[config.mk]
export PLATFORM = sky130hd
export DESIGN_NAME = facto_queue_core
export DESIGN_NICKNAME = d
export VERILOG_FILES = /design/src/rtl/facto_queue_core.sv
export SDC_FILE = /design/constraint.sdc
export NUM_CORES = 2
export LEC_CHECK = 0
export CORE_AREA = 3 3 398 400
export DETAILED_ROUTE_END_ITERATION = 12
export DIE_AREA = 0 0 401 403
export PLACE_DENSITY = 0.66
export RECOVER_POWER = 50
export SLEW_MARGIN = 20
export SYNTH_ARGS = -nofsm -noshare
export SYNTH_HDL_FRONTEND = slang
export SYNTH_SLANG_ARGS = --single-unit
[constraint.sdc]
create_clock -name clk -period 13.8 [get_ports clk]
set_input_delay 4.14 -clock clk [delete_from_list [all_inputs] [get_ports clk]]
set_output_delay 4.14 -clock clk [all_outputs]
set_load 0.01 [all_outputs]
[src/rtl/facto_queue_core.sv]
// facto_queue_core: queued factorial / double-factorial accelerator on a simple slave bus.
// Operands are pushed into an operand FIFO, processed back-to-back by a
// bit-serial shift-add multiplier FSM, and the results are collected in a result FIFO.
module facto_queue_core #(
    parameter int          DATA_W  = 64,
    parameter int          DEPTH   = 4,
    parameter logic [7:0]  BASE_HI = 8'h70
) (
    input  logic        clk,
    input  logic        reset_n,
    input  logic        s_sel,
    input  logic        s_wr,
    input  logic [15:0] s_addr,
    input  logic [63:0] s_din,
    output logic [63:0] s_dout,
    output logic        interrupt
);

    localparam int RES_W  = 2 * DATA_W;
    localparam int PROD_W = 3 * DATA_W;
    localparam int AW     = $clog2(DEPTH);
    localparam int CNT_W  = $clog2(DATA_W);
    localparam logic [AW:0] FULL_CNT = (AW + 1)'(DEPTH);

    typedef enum logic [2:0] {S_IDLE, S_LOAD, S_MUL, S_NEXT, S_WRITE, S_DONE} state_t;

    state_t state, state_nxt;

    // bus decode
    logic       acc_ok, wr_v, rd_v;
    logic [2:0] idx;
    logic       start_req, clear_req, push_req, pop_req;

    assign acc_ok    = s_sel && (s_addr[15:8] == BASE_HI);
    assign idx       = s_addr[5:3];
    assign wr_v      = acc_ok && s_wr;
    assign rd_v      = acc_ok && !s_wr;
    assign start_req = wr_v && (idx == 3'd0) && s_din[0];
    assign clear_req = wr_v && (idx == 3'd1) && s_din[0];
    assign push_req  = wr_v && (idx == 3'd4);
    assign pop_req   = rd_v && (idx == 3'd6);

    logic unused_bits;
    assign unused_bits = ^{s_addr[7:6], s_addr[2:0], s_din};

    // control registers
    logic              opdone, ovf, err, intr_en, mode;
    logic [DATA_W-1:0] last_op;

    // operand FIFO
    logic [DATA_W-1:0] opq_mem [DEPTH];
    logic [AW:0]       opq_wp, opq_rp, opq_cnt;
    logic              opq_empty, opq_full, opq_pop, opq_push, push_drop;
    logic [DATA_W-1:0] opq_head;

    assign opq_cnt   = opq_wp - opq_rp;
    assign opq_empty = (opq_cnt == '0);
    assign opq_full  = (opq_cnt == FULL_CNT);
    assign opq_head  = opq_mem[opq_rp[AW-1:0]];
    // A push into a full queue still lands when the FSM pops in the same cycle.
    assign opq_push  = push_req && (!opq_full || opq_pop);
    assign push_drop = push_req && opq_full && !opq_pop;

    // result FIFO
    logic [RES_W-1:0] resq_mem [DEPTH];
    logic [AW:0]      resq_wp, resq_rp, resq_cnt;
    logic             resq_empty, resq_full, resq_push, resq_pop, pop_err;
    logic [RES_W-1:0] res_head;

    assign resq_cnt   = resq_wp - resq_rp;
    assign resq_empty = (resq_cnt == '0);
    assign resq_full  = (resq_cnt == FULL_CNT);
    assign res_head   = resq_empty ? '0 : resq_mem[resq_rp[AW-1:0]];
    assign resq_pop   = pop_req && !resq_empty;
    assign pop_err    = pop_req && resq_empty;

    // multiplier datapath
    logic [DATA_W-1:0] ctr, mplier, ctr_dec;
    logic [RES_W-1:0]  acc;
    logic [PROD_W-1:0] prod, mcand, prod_nxt;
    logic [CNT_W-1:0]  bit_cnt;
    logic              mul_last, ovf_hit, busy;

    assign prod_nxt = mplier[0] ? (prod + mcand) : prod;
    assign mul_last = (bit_cnt == CNT_W'(DATA_W - 1));
    assign ctr_dec  = mode ? (ctr - DATA_W'(2)) : (ctr - DATA_W'(1));
    assign ovf_hit  = (state == S_MUL) && mul_last && (|prod_nxt[PROD_W-1:RES_W]);

    // FSM state register
    always_ff @(posedge clk) begin
        if (!reset_n) state <= S_IDLE;
        else          state <= state_nxt;
    end

    // FSM next-state logic; OPCLEAR overrides every other transition
    always_comb begin
        state_nxt = state;
        if (clear_req) begin
            state_nxt = S_IDLE;
        end else begin
            case (state)
                S_IDLE:  if (start_req && !opq_empty) state_nxt = S_LOAD;
                S_LOAD:  state_nxt = (opq_head <= DATA_W'(1)) ? S_WRITE : S_MUL;
                S_MUL:   if (mul_last) state_nxt = S_NEXT;
                S_NEXT:  state_nxt = (ctr_dec <= DATA_W'(1)) ? S_WRITE : S_MUL;
                S_WRITE: if (!resq_full) state_nxt = opq_empty ? S_DONE : S_LOAD;
                S_DONE:  state_nxt = S_IDLE;
                default: state_nxt = S_IDLE;
            endcase
        end
    end

    // FSM outputs: FIFO strobes and busy flag
    always_comb begin
        busy      = (state != S_IDLE);
        opq_pop   = (state == S_LOAD) && !clear_req;
        resq_push = (state == S_WRITE) && !resq_full && !clear_req;
    end

    // operand / result FIFO pointers
    always_ff @(posedge clk) begin
        if (!reset_n || clear_req) begin
            opq_wp  <= '0;
            opq_rp  <= '0;
            resq_wp <= '0;
            resq_rp <= '0;
        end else begin
            if (opq_push)  opq_wp  <= opq_wp + (AW + 1)'(1);
            if (opq_pop)   opq_rp  <= opq_rp + (AW + 1)'(1);
            if (resq_push) resq_wp <= resq_wp + (AW + 1)'(1);
            if (resq_pop)  resq_rp <= resq_rp + (AW + 1)'(1);
        end
    end

    // FIFO storage writes
    always_ff @(posedge clk) begin
        if (opq_push)  opq_mem[opq_wp[AW-1:0]]   <= s_din[DATA_W-1:0];
        if (resq_push) resq_mem[resq_wp[AW-1:0]] <= acc;
    end

    // bit-serial shift-add multiplier and counter
    always_ff @(posedge clk) begin
        case (state)
            S_LOAD: begin
                ctr     <= opq_head;
                acc     <= RES_W'(1);
                mcand   <= PROD_W'(1);
                mplier  <= opq_head;
                prod    <= '0;
                bit_cnt <= '0;
            end
            S_MUL: begin
                prod    <= prod_nxt;
                mcand   <= mcand << 1;
                mplier  <= mplier >> 1;
                bit_cnt <= bit_cnt + CNT_W'(1);
                if (mul_last) acc <= prod_nxt[RES_W-1:0];
            end
            S_NEXT: begin
                ctr     <= ctr_dec;
                mcand   <= PROD_W'(acc);
                mplier  <= ctr_dec;
                prod    <= '0;
                bit_cnt <= '0;
            end
            default: ;
        endcase
    end

    // software-visible control and status registers
    always_ff @(posedge clk) begin
        if (!reset_n) begin
            opdone  <= 1'b0;
            ovf     <= 1'b0;
            err     <= 1'b0;
            intr_en <= 1'b0;
            mode    <= 1'b0;
            last_op <= '0;
        end else if (clear_req) begin
            opdone <= 1'b0;
            ovf    <= 1'b0;
            err    <= 1'b0;
        end else begin
            if (state == S_IDLE && start_req) opdone <= opq_empty;
            if (resq_push && opq_empty)       opdone <= 1'b1;
            if (ovf_hit)                      ovf    <= 1'b1;
            if (push_drop || pop_err)         err    <= 1'b1;
            if (wr_v && idx == 3'd3)          intr_en <= s_din[0];
            if (wr_v && idx == 3'd7)          mode    <= s_din[0];
            if (opq_push)                     last_op <= s_din[DATA_W-1:0];
        end
    end

    logic [63:0] res_h, res_l;

    generate
        if (RES_W > 64) begin : g_wide
            assign res_h = 64'(res_head[RES_W-1:64]);
            assign res_l = res_head[63:0];
        end else begin : g_narrow
            assign res_h = '0;
            assign res_l = 64'(res_head);
        end
    endgenerate

    logic [63:0] status;
    assign status = {40'd0, 8'(resq_cnt), 8'(opq_cnt), 1'b0, err, ovf,
                     resq_empty, opq_empty, opq_full, busy, opdone};

    // read mux; write-only and unselected accesses read as zero
    always_comb begin
        s_dout = '0;
        if (rd_v) begin
            case (idx)
                3'd2:    s_dout = status;
                3'd3:    s_dout = {63'd0, intr_en};
                3'd4:    s_dout = 64'(last_op);
                3'd5:    s_dout = res_h;
                3'd6:    s_dout = res_l;
                3'd7:    s_dout = {63'd0, mode};
                default: s_dout = '0;
            endcase
        end
    end

    assign interrupt = intr_en & opdone;

endmodule
==> metrics.txt <==
# TYPE chip_impl_metric gauge
chip_impl_metric{name="rows",unit=""} 145
chip_impl_info{name="sort_of_element_at_the_start_of_the_critical_path",value="register"} 1
chip_impl_metric{name="worstMarginPinSlew",unit="ns"} 10.19
chip_impl_metric{name="final-instance-count-excl-fill",unit=""} 8875
chip_impl_info{name="endpoint_kind",value="register"} 1
chip_impl_metric{name="drc",unit=""} 0
chip_impl_metric{name="yosysUniqueCellTypes",unit=""} 90
chip_impl_metric{name="setup_violations",unit=""} 0
chip_impl_metric{name="comb_power_share",unit="%"} 0.7
chip_impl_info{name="synth_flop_cell",value="edfxtp_1"} 1
chip_impl_metric{name="wl_met1",unit="um"} 109000
chip_impl_metric{name="route.detailed.vias_per_inst",unit=""} 6.34
chip_impl_metric{name="core_area",unit="um^2"} 156000
chip_impl_metric{name="vias",unit=""} 56200
chip_impl_metric{name="int_power",unit="mW"} 7.60
chip_impl_metric{name="post_synth_edffs",unit=""} 1414
chip_impl_info{name="grt_setup_unrepaired",value="false"} 1
chip_impl_metric{name="design.die.area",unit="um^2"} 162000
chip_impl_metric{name="die_x",unit="um"} 401
chip_impl_metric{name="design_power_total",unit="mW"} 9.55
chip_impl_metric{name="ir_worst_vdd",unit="V"} 0.000137
chip_impl_metric{name="fp.dieH",unit="um"} 403
chip_impl_metric{name="global_route.usage.total",unit="%"} 31.0
chip_impl_metric{name="io_pins",unit=""} 149
chip_impl_info{name="synth_area_leader_cell",value="edfxtp_1"} 1
chip_impl_metric{name="port_buffers",unit=""} 143
chip_impl_metric{name="max_slew_headroom_at_the_worst_pin",unit="%"} -580
chip_impl_metric{name="finalInstanceArea",unit="um^2"} 86200
chip_impl_info{name="top_layer",value="met5"} 1
chip_impl_metric{name="route.antenna.remaining_nets",unit=""} 0
chip_impl_metric{name="power.density",unit="nW/um^2"} 111
chip_impl_metric{name="drt_pre_antenna_iters",unit=""} 6
chip_impl_metric{name="yosys_warnings",unit=""} 0
chip_impl_info{name="clock_tree_from_tritoncts",value="built"} 1
chip_impl_metric{name="met2RoutedLength",unit="um"} 117000
chip_impl_metric{name="dr_wl_met3",unit="um"} 18300
chip_impl_metric{name="grt_pass1_wl",unit="um"} 371000
chip_impl_metric{name="power.static_leakage",unit="nW"} 27.8
chip_impl_metric{name="final-max-slew-violation-count",unit=""} 1391
chip_impl_metric{name="ff2ff_setup_slack",unit="ns"} 1.90
chip_impl_metric{name="cp.arrival",unit="ns"} 12.26
chip_impl_metric{name="iter_0_drt_violations",unit=""} 6406
chip_impl_metric{name="min_delay_path_depth",unit=""} 2
chip_impl_metric{name="synth_sequential_area_ratio",unit="%"} 57.1
chip_impl_metric{name="cts_post_setup_buffers_inserted",unit=""} 0
chip_impl_info{name="synth.top_cells.by_count",value="1,414 x edfxtp_1, 897 x nor2_1, 704 x nand2_1, 502 x a21oi_1, 450 x o21ai_0"} 1
chip_impl_info{name="cts_root_buffer",value="clkbuf_16"} 1
chip_impl_metric{name="cts-hold-fix-buffers",unit=""} 0
chip_impl_metric{name="first_global_vias",unit=""} 54500
chip_impl_metric{name="netlist.area_leader.share",unit="%"} 54.9
chip_impl_metric{name="yosys_register_bits",unit=""} 1502
chip_impl_info{name="post_synth_main_area_contributors",value="edfxtp_1 55%, mux4_2 5.6%, nor2_1 4.3%"} 1
chip_impl_metric{name="clock_skew",unit="ns"} 0.0775
chip_impl_metric{name="clock_sink_count",unit=""} 1502
chip_impl_metric{name="globalRoute.totalOverflow",unit=""} 0
chip_impl_metric{name="max_clock_freq",unit="MHz"} 84.0
chip_impl_info{name="timing.hold.worst.class",value="reg2reg"} 1
chip_impl_metric{name="post_route_cells_drive_above_1_share",unit="%"} 8.47
chip_impl_metric{name="critical_path_peak_fanout",unit=""} 151
chip_impl_metric{name="layout_worst_path_cycle_share",unit="%"} 86.3
chip_impl_metric{name="synthArstFlopShare",unit="%"} 0
chip_impl_metric{name="final.min_clock_period",unit="ns"} 11.90
chip_impl_metric{name="p_seq_share",unit="%"} 51.5
chip_impl_metric{name="fillerInstances",unit=""} 13100
chip_impl_metric{name="netlist_area",unit="um^2"} 77400
chip_impl_metric{name="cts_buffer_count",unit=""} 158
chip_impl_metric{name="grt_start_max_net_pins",unit=""} 152
chip_impl_metric{name="synth_area_per_cell",unit="um^2"} 11.5
chip_impl_metric{name="post_cts_resized",unit=""} 0
chip_impl_info{name="setup.worst_path.class",value="reg2reg"} 1
chip_impl_metric{name="routed_wl",unit="um"} 254000
chip_impl_metric{name="initial_utilization",unit="%"} 49.7
chip_impl_metric{name="placed_cells_incl_taps",unit=""} 8576
chip_impl_metric{name="post_synthesis_cell_count",unit=""} 6702
chip_impl_metric{name="setup_total_negative_slack",unit="ns"} 0
chip_impl_metric{name="worst_setup_hold_path_clk_slew",unit="ns"} 0.06
chip_impl_info{name="failed_checks",value="capacitance limit, slew limit"} 1
chip_impl_metric{name="clockPowerShare",unit="%"} 47.8
chip_impl_metric{name="cts-root-to-sink-buffers",unit=""} 3
chip_impl_metric{name="syn-num-nets",unit=""} 6996
chip_impl_metric{name="layout-area-overhead-vs-synth",unit="%"} 11.4
chip_impl_metric{name="initial_antenna_violation_count",unit=""} 8
chip_impl_metric{name="final_hold_violation_count",unit=""} 0
chip_impl_metric{name="nets",unit=""} 6973
chip_impl_info{name="status",value="finished with violations"} 1
chip_impl_metric{name="worst-endpoint-required",unit="ns"} 14.16
chip_impl_metric{name="worstRegToRegCells",unit=""} 4
chip_impl_metric{name="hpwl_reported_at_the_end_of_detailed_placement",unit="um"} 188000
chip_impl_metric{name="swShare",unit="%"} 20.3
chip_impl_metric{name="max-cap-violations",unit=""} 18
chip_impl_metric{name="cts-htree-levels",unit=""} 4
chip_impl_metric{name="final_core_utilization",unit="%"} 55.4
chip_impl_metric{name="routedWlPerCell",unit="um"} 28.7
chip_impl_metric{name="globalplace.congestion",unit=""} 0.977
chip_impl_metric{name="dpl-instance-area",unit="um^2"} 80700
chip_impl_metric{name="skew_pair_late_insertion_delay",unit="ns"} 0.82
chip_impl_metric{name="total_switching_power",unit="mW"} 1.94
chip_impl_info{name="leading_cell_type_by_number_of_instances_after_synthesis",value="edfxtp_1"} 1
==> final cells by class <==
| type | instances | area [um^2] | area share, % |
|---|---|---|---|
| clock inverter | 102 | 1400 | 1.62 |
| antenna | 5 | 12.5 | 0.0145 |
| sequential | 1502 | 44200 | 51.3 |
| clock buffer | 191 | 4250 | 4.92 |
| multi-input combinational | 4751 | 31600 | 36.6 |
| inverter | 48 | 184 | 0.213 |
| tap | 2058 | 2570 | 2.99 |
| timing repair buffer | 218 | 1980 | 2.30 |
==> worst paths after layout <==
check / startpoint / to
setup / recovery: state[0]$_SDFFE_PP0P_ / prod[97]$_SDFFCE_PP0P_
hold / removal: last_op[35]$_SDFFE_PN0P_ / last_op[35]$_SDFFE_PN0P_
setup reg to reg: state[0]$_SDFFE_PP0P_ / prod[97]$_SDFFCE_PP0P_
hold reg to reg: last_op[35]$_SDFFE_PN0P_ / last_op[35]$_SDFFE_PN0P_
==> logic make-up after synthesis <==
group | share of synthesized area [%]
AO/OA/AOI/OAI | 11.8
XOR/XNOR | 2.72
adder cells (fa/ha/maj) | 3.42
buffers and inverters | 2.21
flip-flops | 57.1
multiplexers | 8.96
AND/OR/NAND/NOR | 13.7
==> through the flow <==
stage / worst slack [ns] / hold slack [ns]
final: 1.90 / 0.470
after global routing: 1.26 / 0.488
after CTS: 2.11 / 0.471
after detailed placement: 2.11 / 0.462
after global placement: 2.18 / 0.454
after floorplan: 1.62 / 0.443
==> cells in the final DEF, fill, tap and decap left out, types with 45 or more instances in the layout <==
master	count
a22oi_1	62
nand4_1	169
xnor2_1	150
clkbuf_16	164
buf_4	57
nor3_1	97
o21ai_0	450
a21o_1	46
edfxtp_1	1414
xor2_1	90
and2_1	53
nand3_1	81
a21oi_1	501
nor4_1	73
clkdlybuf4s50_1	142
dfxtp_1	84
mux4_2	192
nand2_1	704
a21boi_0	78
mux2i_1	252
ha_1	207
inv_1	45
nor2_1	894
==> critical path, stage by stage (launching register included) <==
cell	delay [ns]
dfxtp_1	1.55
nor2_1	0.42
nor2_4	0.18
clkbuf_1	6.89
clkbuf_2	1.92
==> power groups by stage <==
stage / clock, mW / combinational (mW) / sequential [mW]
after global placement: 0 / 0.0608 / 5.01
after CTS: 4.63 / 0.0629 / 4.92
after floorplan: 0 / 0.0176 / 5.02
after global routing: 4.81 / 0.0671 / 4.91
final: 4.57 / 0.0631 / 4.92
after detailed placement: 0 / 0.0627 / 5.01
==> registers in the layout, summed over array words and instances (netlist names), 6 cells and up, named ones only <==
name / count
acc: 128
resq_mem: 512
mplier: 64
prod: 192
mcand: 192
ctr: 64
last_op: 64
bit_cnt: 6
opq_mem: 256
==> metal layers <==
metal  global-route usage [%]  up-vias
met1                     44.2    28300
met4                     10.4        4
met3                     4.70      404
li1                         -    25300
met2                     48.7     2218
met5                        0        -
Power figures use the tool's default switching activity.
